[src/rtl/args_chan_arb_pkg.sv]
// Shared definitions for the channel arbiter: FSM encoding and channel-count helper.
package args_pkg;

    typedef enum logic [1:0] {
        IDLE = 2'd0,
        OWN  = 2'd1,
        GAP  = 2'd2
    } state_t;

    function automatic int ch_count(input int n);
        return 1 << n;
    endfunction

endpackage

[src/rtl/args_chan_arb_if.sv]
// Request/grant bus between the requesting channels and the round-robin arbiter.
interface args_chan_arb_if #(
    parameter int N  = 2,
    parameter int BW = 8
);
    import args_pkg::*;

    // req is a level per channel. beat/done only count while c_vld=1.
    // c, c_vld, beat_cnt and tmo are registered. state/ptr are debug views.
    logic [(1<<N)-1:0] req;
    logic              beat;
    logic              done;
    logic [N-1:0]      c;
    logic              c_vld;
    logic [BW-1:0]     beat_cnt;
    logic              tmo;
    state_t            state;
    logic [N-1:0]      ptr;

    modport master (
        output req, beat, done,
        input  c, c_vld, beat_cnt, tmo, state, ptr
    );

    modport slave (
        input  req, beat, done,
        output c, c_vld, beat_cnt, tmo, state, ptr
    );

endinterface

[src/rtl/args_chan_arb_rr_pick.sv]
// Rotate-priority pick: lowest set request at or after ptr, wrapping modulo CH.
module args_rr_pick #(
    parameter int N = 2
) (
    input  logic [(1<<N)-1:0] req,
    input  logic [N-1:0]      ptr,
    output logic [N-1:0]      win,
    output logic              any
);
    localparam int CH = 1 << N;

    logic [2*CH-1:0] dbl;
    logic [CH-1:0]   rot;
    logic [N-1:0]    off;

    always_comb begin
        dbl = {req, req} >> ptr;
        rot = dbl[CH-1:0];
        off = '0;
        // Scan downward so the lowest set offset is the one that sticks.
        for (int i = CH - 1; i >= 0; i--) begin
            if (rot[i]) off = N'(i);
        end
        win = ptr + off;
        any = |req;
    end

endmodule

[src/rtl/args_chan_arb.sv]
// Round-robin channel arbiter: one owner at a time, one idle cycle between owners.
module args_chan_arb
    import args_pkg::*;
#(
    parameter int N         = 2,
    parameter int BW        = 8,
    parameter int MAX_BEATS = 16
) (
    input  logic         clk,
    input  logic         rst,
    args_chan_arb_if.slave bus
);
    localparam int CH = ch_count(N);
    localparam logic [BW-1:0] LAST = BW'((MAX_BEATS == 0) ? 0 : MAX_BEATS - 1);

    state_t        state;
    logic [N-1:0]  ptr;
    logic [N-1:0]  c_q;
    logic          vld_q;
    logic [BW-1:0] cnt_q;
    logic          tmo_q;

    logic [N-1:0]  win;
    logic          any;
    logic          rel_done;
    logic          rel_drop;
    logic          rel_tmo;

    args_rr_pick #(.N(N)) u_pick (
        .req (bus.req),
        .ptr (ptr),
        .win (win),
        .any (any)
    );

    always_comb begin
        rel_done = bus.done;
        rel_drop = ~bus.req[c_q];
        rel_tmo  = (MAX_BEATS != 0) && bus.beat && (cnt_q == LAST);
    end

    always_ff @(posedge clk) begin
        if (!rst) begin
            state <= IDLE;
            ptr   <= '0;
            c_q   <= '0;
            vld_q <= 1'b0;
            cnt_q <= '0;
            tmo_q <= 1'b0;
        end else begin
            tmo_q <= 1'b0;
            case (state)
                OWN: begin
                    if (bus.beat && (cnt_q != {BW{1'b1}})) cnt_q <= cnt_q + BW'(1);
                    if (rel_done || rel_drop || rel_tmo) begin
                        vld_q <= 1'b0;
                        ptr   <= c_q + N'(1);
                        // tmo only when the beat budget is the sole reason to let go.
                        tmo_q <= rel_tmo && !rel_done && !rel_drop;
                        state <= GAP;
                    end
                end
                default: begin
                    // IDLE and the gap cycle both arbitrate with the updated ptr.
                    if (any) begin
                        c_q   <= win;
                        vld_q <= 1'b1;
                        cnt_q <= '0;
                        state <= OWN;
                    end else begin
                        state <= IDLE;
                    end
                end
            endcase
        end
    end

    assign bus.c        = c_q;
    assign bus.c_vld    = vld_q;
    assign bus.beat_cnt = cnt_q;
    assign bus.tmo      = tmo_q;
    assign bus.state    = state;
    assign bus.ptr      = ptr;

endmodule

[src/flat_wrapper.sv]
// flat-port wrapper written by rule: the top's interface ports become plain ports
module args_chan_arb_flat import args_pkg::*;
#(
    parameter int N         = 2,
    parameter int BW        = 8,
    parameter int MAX_BEATS = 16
)
  (clk, rst, bus_req, bus_beat, bus_done, bus_c, bus_c_vld, bus_beat_cnt, bus_tmo, bus_state, bus_ptr);
  args_chan_arb_if #(.N(N), .BW(BW)) bus_i ();
  input  logic clk;
  input  logic rst;
  input wire logic [$bits(bus_i.req)-1:0] bus_req;
  input wire logic [$bits(bus_i.beat)-1:0] bus_beat;
  input wire logic [$bits(bus_i.done)-1:0] bus_done;
  output wire logic [$bits(bus_i.c)-1:0] bus_c;
  output wire logic [$bits(bus_i.c_vld)-1:0] bus_c_vld;
  output wire logic [$bits(bus_i.beat_cnt)-1:0] bus_beat_cnt;
  output wire logic [$bits(bus_i.tmo)-1:0] bus_tmo;
  output wire logic [$bits(bus_i.state)-1:0] bus_state;
  output wire logic [$bits(bus_i.ptr)-1:0] bus_ptr;
  assign bus_i.req = bus_req;
  assign bus_i.beat = bus_beat;
  assign bus_i.done = bus_done;
  assign bus_c = bus_i.c;
  assign bus_c_vld = bus_i.c_vld;
  assign bus_beat_cnt = bus_i.beat_cnt;
  assign bus_tmo = bus_i.tmo;
  assign bus_state = bus_i.state;
  assign bus_ptr = bus_i.ptr;
  args_chan_arb #(.N(N), .BW(BW), .MAX_BEATS(MAX_BEATS)) u_core (.clk(clk), .rst(rst), .bus(bus_i));
endmodule
[config.mk]
export PLATFORM = sky130hd
export DESIGN_NAME = args_chan_arb_flat
export DESIGN_NICKNAME = d
export VERILOG_FILES = /design/src/rtl/args_chan_arb_pkg.sv /design/src/rtl/args_chan_arb_if.sv /design/src/rtl/args_chan_arb_rr_pick.sv /design/src/rtl/args_chan_arb.sv /design/src/flat_wrapper.sv
export SDC_FILE = /design/constraint.sdc
export NUM_CORES = 1
export LEC_CHECK = 0
export ABC_AREA = 0
export ABC_CLOCK_PERIOD_IN_PS = 2100
export BUFFER_PORTS_ARGS = -buffer_cell sky130_fd_sc_hd__buf_2
export CORE_MARGIN = 5
export CORE_UTILIZATION = 51
export DETAILED_ROUTE_END_ITERATION = 8
export PLACE_DENSITY = 0.77
export REMOVE_ABC_BUFFERS = 1
export SLEW_MARGIN = 20
export SYNTH_ARGS = -nofsm -noshare
export SYNTH_HDL_FRONTEND = slang
export SYNTH_SLANG_ARGS = --single-unit
[constraint.sdc]
create_clock -name clk -period 2.1 [get_ports clk]
set_input_delay 0.105 -clock clk [delete_from_list [all_inputs] [get_ports clk]]
set_output_delay 0.105 -clock clk [all_outputs]
set_load 0.02 [all_outputs]
After elaboration in Yosys (flattened, before gate mapping). Index checks and enable logic that the tools add are counted. W data, S select, Z words.

Register bits: 16. Input bits: 8. Output and inout port bits: 16. Word-level logic and storage cells: 47.

$add $sub $neg: 3. Order comparisons: 1. Eq/ne operators: 5. Shift-type cells: 1. Muxes and demuxes: 15. Bitwise logic cells: 2. Reduce and logical (&&, ||, !) cells: 14.

Operator list (count): $mux W8 (3); $mux W2 (6); $add A8 B1 Y8 const B (1); $eq A8 B4 Y1 const B (1); $ne A8 B8 Y1 const B (1); $reduce_and A2 Y1 (4); $shr A8 B2 Y4 (1); $mux W1 (5); $logic_and A1 B1 Y1 (4); $ne A2 B1 Y1 const B (2); $reduce_or A4 Y1 (1); $lt A2 B3 Y1 const B (1); $reduce_and A3 Y1 (1); $add A2 B1 Y2 const B (1); $add A2 B2 Y2 (1); $bmux W1 S2 (1); $eq A2 B1 Y1 const B (1); $logic_or A1 B1 Y1 (2); $not A1 Y1 (2); $reduce_bool A2 Y1 (1); $logic_not A1 Y1 (1).

Logic depth before layout (Yosys ltp).
Depth in word-level cells: 7. Depth in mapped cells: 9. Mapped depth without buffers: 8.

Cells and area by module. From an unflattened synthesis, not the netlist that was laid out.

Cells, all modules: 120. Area total of the unflattened synthesis: 1004.7 um2.

By module, submodules not included: args_chan_arb (instances 1, cells each 93, area each 825.8 um2, seq. area each 320.3 um2); args_rr_pick (instances 1, cells each 27, area each 178.9 um2, seq. area each 0.0 um2).

Least setup slack after synthesis. OpenSTA, ideal clock, no wires.

Kind: reg2reg. From: register u_core.ptr[0] (netlist: u_core.bus.ptr[0]). To: register u_core.c_q[1] (netlist: u_core.bus.c[1]). Library setup time: 0.133 ns. Arrival: 1.604 ns. Required time: 1.967 ns. Path slack: 0.363 ns. Stages on the path, launching flop included: 9. Buffers on the path: 1. Period minus slack after synthesis: 1.737 ns. Cells stage by stage: dfxtp_1 -> buf_2 -> nor3_1 -> a311oi_1 -> o21ai_0 -> ha_1 -> xnor2_1 -> xnor2_1 -> a21oi_1.

Word-level cells in the longest chain between the ends: 6.

Ends and longest elaborated chain: from (decl) (line args_chan_arb.sv:17) `logic [N-1:0] ptr;`; from (signal assigned) (line args_chan_arb.sv:57) `ptr <= c_q + N'(1);`; $shr A8 B2 Y4 (line args_chan_arb_rr_pick.sv:17) `dbl = {req, req} >> ptr;`; $mux W2 (4 in a row) (line args_chan_arb_rr_pick.sv:22) `if (rot[i]) off = N'(i);`; $add A2 B2 Y2 (*) (line args_chan_arb_rr_pick.sv:24) `win = ptr + off;`; to (signal assigned) (line args_chan_arb.sv:66) `c_q <= win;`; to (decl) (line args_chan_arb.sv:18) `logic [N-1:0] c_q;`.

Mark *: on every way between the ends. The rest lies on a longest branch, timed or not. A chain may end at the register's enable or synchronous reset.

Final worst setup path. Ends and elaborated chain as after synthesis.

==> results by group <==
Placement
  – Dpl hpwl: 1470 um
  – Placed cell count: 153
  – Final GP Congestion: 0.799
  – IO buf count: 23

Routing
  – Via density: 5.57
  – WL/cell: 12.3 um
  – Vias post-DR: 875
  – Routed Antenna Nets: 0
  – First-pass DRT Iterations: 4
  – Remaining DRCs: 0
  – Starting DRT DRC Count: 16
  – Final WL: 1930 um

Logic synthesis
  – Netlist cell types: 37
  – Yosys warning count: 0
  – Post-synth EDFFs: 0
  – Syn avg cell area: 8.50 um2
  – Count leader, synth: dfxtp_1
  – Synth Flop Type: dfxtp_1
  – Post-Syn Instances: 110
  – Synth Register Bits: 16
  – Post-synth ARST share: 0
  – Cell Area, Synth: 935 um2
  – Post-synth top cells: 16 x dfxtp_1, 14 x nor2_1, 8 x nand2_1
  – Top cell type's share of synthesized area: 0.343
  – Register area share after synthesis: 0.343
  – Area leader, netlist: dfxtp_1
  – Synth area leaders: dfxtp_1 34%, xnor2_1 6.6%, nor2_1 5.6%

Clock network
  – CTS clock-pin slew for the worst setup and hold paths: 90 ps
  – CTS max path bufs: 2
  – Hold_buf cts: 0
  – CTS sink count: 16
  – Cts repair resizes: 0
  – Worst-skew pair later-pin latency: about 290 ps
  – CTS tree: built
  – Root Buffer Master: clkbuf_4
  – Number of CTS-inserted buffers: 3
  – Htree depth: 1
  – Post CTS Setup Buffer Count: 0

Power
  – PwrDens: around 690 nW/um2
  – Internal: 0.513 mW
  – Combinational power share: 0.258
  – Sequential power share: 0.473
  – Peak VDD IR: 504 uV
  – Sw Ratio: 0.315
  – LEAKAGE: 0.474 nW
  – Switching power total: 0.236 mW
  – Clk pwr share: 0.269

Die
  – Initial core utilization: 0.541
  – I/O pin count: 24
  – Die H: 52.8 um
  – Core area: about 1700 um2
  – Die ar.: roughly 2800 um2
  – Die Wd: approximately 53 um
  – Row count: 15

Worst hold path
  – Hold Crit Start: bus_done
  – Tightest Hold Check Type: input port to flop

Layout
  – Layout cells sized above 1: 0.242
  – FILL cells: 155
  – Non-filler instance count after layout: 157
  – Area Growth Syn to Fin: 15.7%
  – Net count, final: around 140
  – Antenna Diode Count: 0

Critical path
  – CP Capture Type: flop
  – Worst Path Arrival: 1940 ps
  – Startpoint Class: flop
  – Setup CP Type: flop to flop
  – Reg-to-Reg Start: u_core.bus.ptr[0]
  – Worst EP required: ~2300 ps
  – Crit. Startpoint: u_core.bus.ptr[0]
  – R2R setup slack: between 300 and 400 ps
  – Critical Path Fanout Max: 13

Timing
  – Max_slew headroom: 0.727
  – Final setup violation count: 0
  – Peak Freq: 566 MHz
  – Pins over their slew limit: 0
  – Worst-Margin Slew: between 400 and 500 ps
  – Period utilization: 0.841
  – Final min period: roughly 1800 ps
  – Setup tns final: 0 ps
  – RSZ-0062 raised after global routing: no
  – Final Hold Viols: 0
  – Skew final: 7.36 ps

GRT
  – First-pass GRT wire length: 3330 um
  – Vias in the first global route: around 790
  – GR Overflow Total: 0
  – Largest net degree at the start of global routing: 14
  – Initial antenna violation count: 0
  – Global Route Usage Sum: 0.161

Job
  – Max Cap Violations: 0

Run status
  – Status: completed
[sequential cells by signal, indices dropped and copies added (netlist names)]
register / cells
u_core.bus.c_vld: 1
u_core.bus.tmo: 1
u_core.bus.c: 2
u_core.bus.state: 2
u_core.bus.beat_cnt: 8
u_core.bus.ptr: 2
[area by class of cell]
type | count | area, um2 | area share
clock buffer | 4 | 36.3 | 0.0336
inverter | 5 | 18.8 | 0.0174
multi-input combinational | 84 | 559 | 0.517
sequential | 16 | 320 | 0.296
tap | 25 | 31.3 | 0.0289
timing repair buffer | 23 | 115 | 0.106
[worst max-delay path, cell delays in order (launching register included)]
cell      delay, ps
dfxtp_1         570
nor3_1          110
a311oi_1        230
o21ai_0         120
ha_1            210
xnor2_1         180
xnor2_1         140
a21oi_1          80
[power by group through the flow]
stage	registers [mW]	logic [mW]	clock network, mW
after floorplan	0.381	0.111	0
after global placement	0.360	0.188	0
after detailed placement	0.361	0.193	0
after CTS	0.354	0.194	0.210
after global routing	0.360	0.216	0.223
final	0.354	0.193	0.201
[stage by stage]
stage / hold WS [ps] / setup slack (ps) / util / instance area [um2] / power [mW]
after floorplan: 182 / 391 / - / 898 / 0.493
after global placement: 322 / 454 / 0.605 / 1040 / 0.548
after detailed placement: 322 / 367 / 0.605 / 1040 / 0.554
after CTS: 12.0 / 350 / 0.626 / 1080 / 0.758
after global routing: 8.47 / 175 / 0.626 / 1080 / 0.798
final: 22.5 / 333 / 0.626 / 1080 / 0.749
[cell families (layout without fill, tap and decap cells)]
family          Yosys count  after routing  synth area share
buf+inv                  10             32            0.0589
compound gates           28             28             0.228
mux                       1              1            0.0241
simple gates             45             45             0.245
fa+ha+maj                 2              2            0.0268
flops                    16             16             0.343
xor+xnor                  8              8            0.0750
[metal layers]
metal | part of all wire | global-route usage | vias up
met5 | 0 | 0 | -
met4 | 0.020 | 0.0723 | 0
met3 | 0.073 | 0.0570 | 6
met2 | 0.46 | 0.246 | 28
met1 | 0.44 | 0.200 | 400
li1 | - | - | 441
[path summary, 6_finish.rpt]
check	to	cells past startpoint
worst min-delay path	u_core.bus.tmo	2
worst max register to register	u_core.bus.c[1]	7
worst max-delay path	u_core.bus.c[1]	7
worst min register to register	u_core.bus.c_vld	2
[layout by cell type, fill, tap and decap left out, types with 2 or more instances in the layout]
cell type	Yosys	layout
nand4_1	2	2
nand2b_1	2	2
dfxtp_1	16	16
clkbuf_4	0	3
nand3_1	7	7
buf_2	2	23
a21oi_1	6	6
xnor2_1	7	7
nor2_1	14	14
inv_1	5	5
o211a_1	2	2
ha_1	2	2
o21ai_0	6	6
o32ai_1	2	2
nand2_1	8	8
nor3_1	3	3
and2_1	2	2
a21boi_0	2	2
nor4_1	2	2
Power figures use the tool's default switching activity.
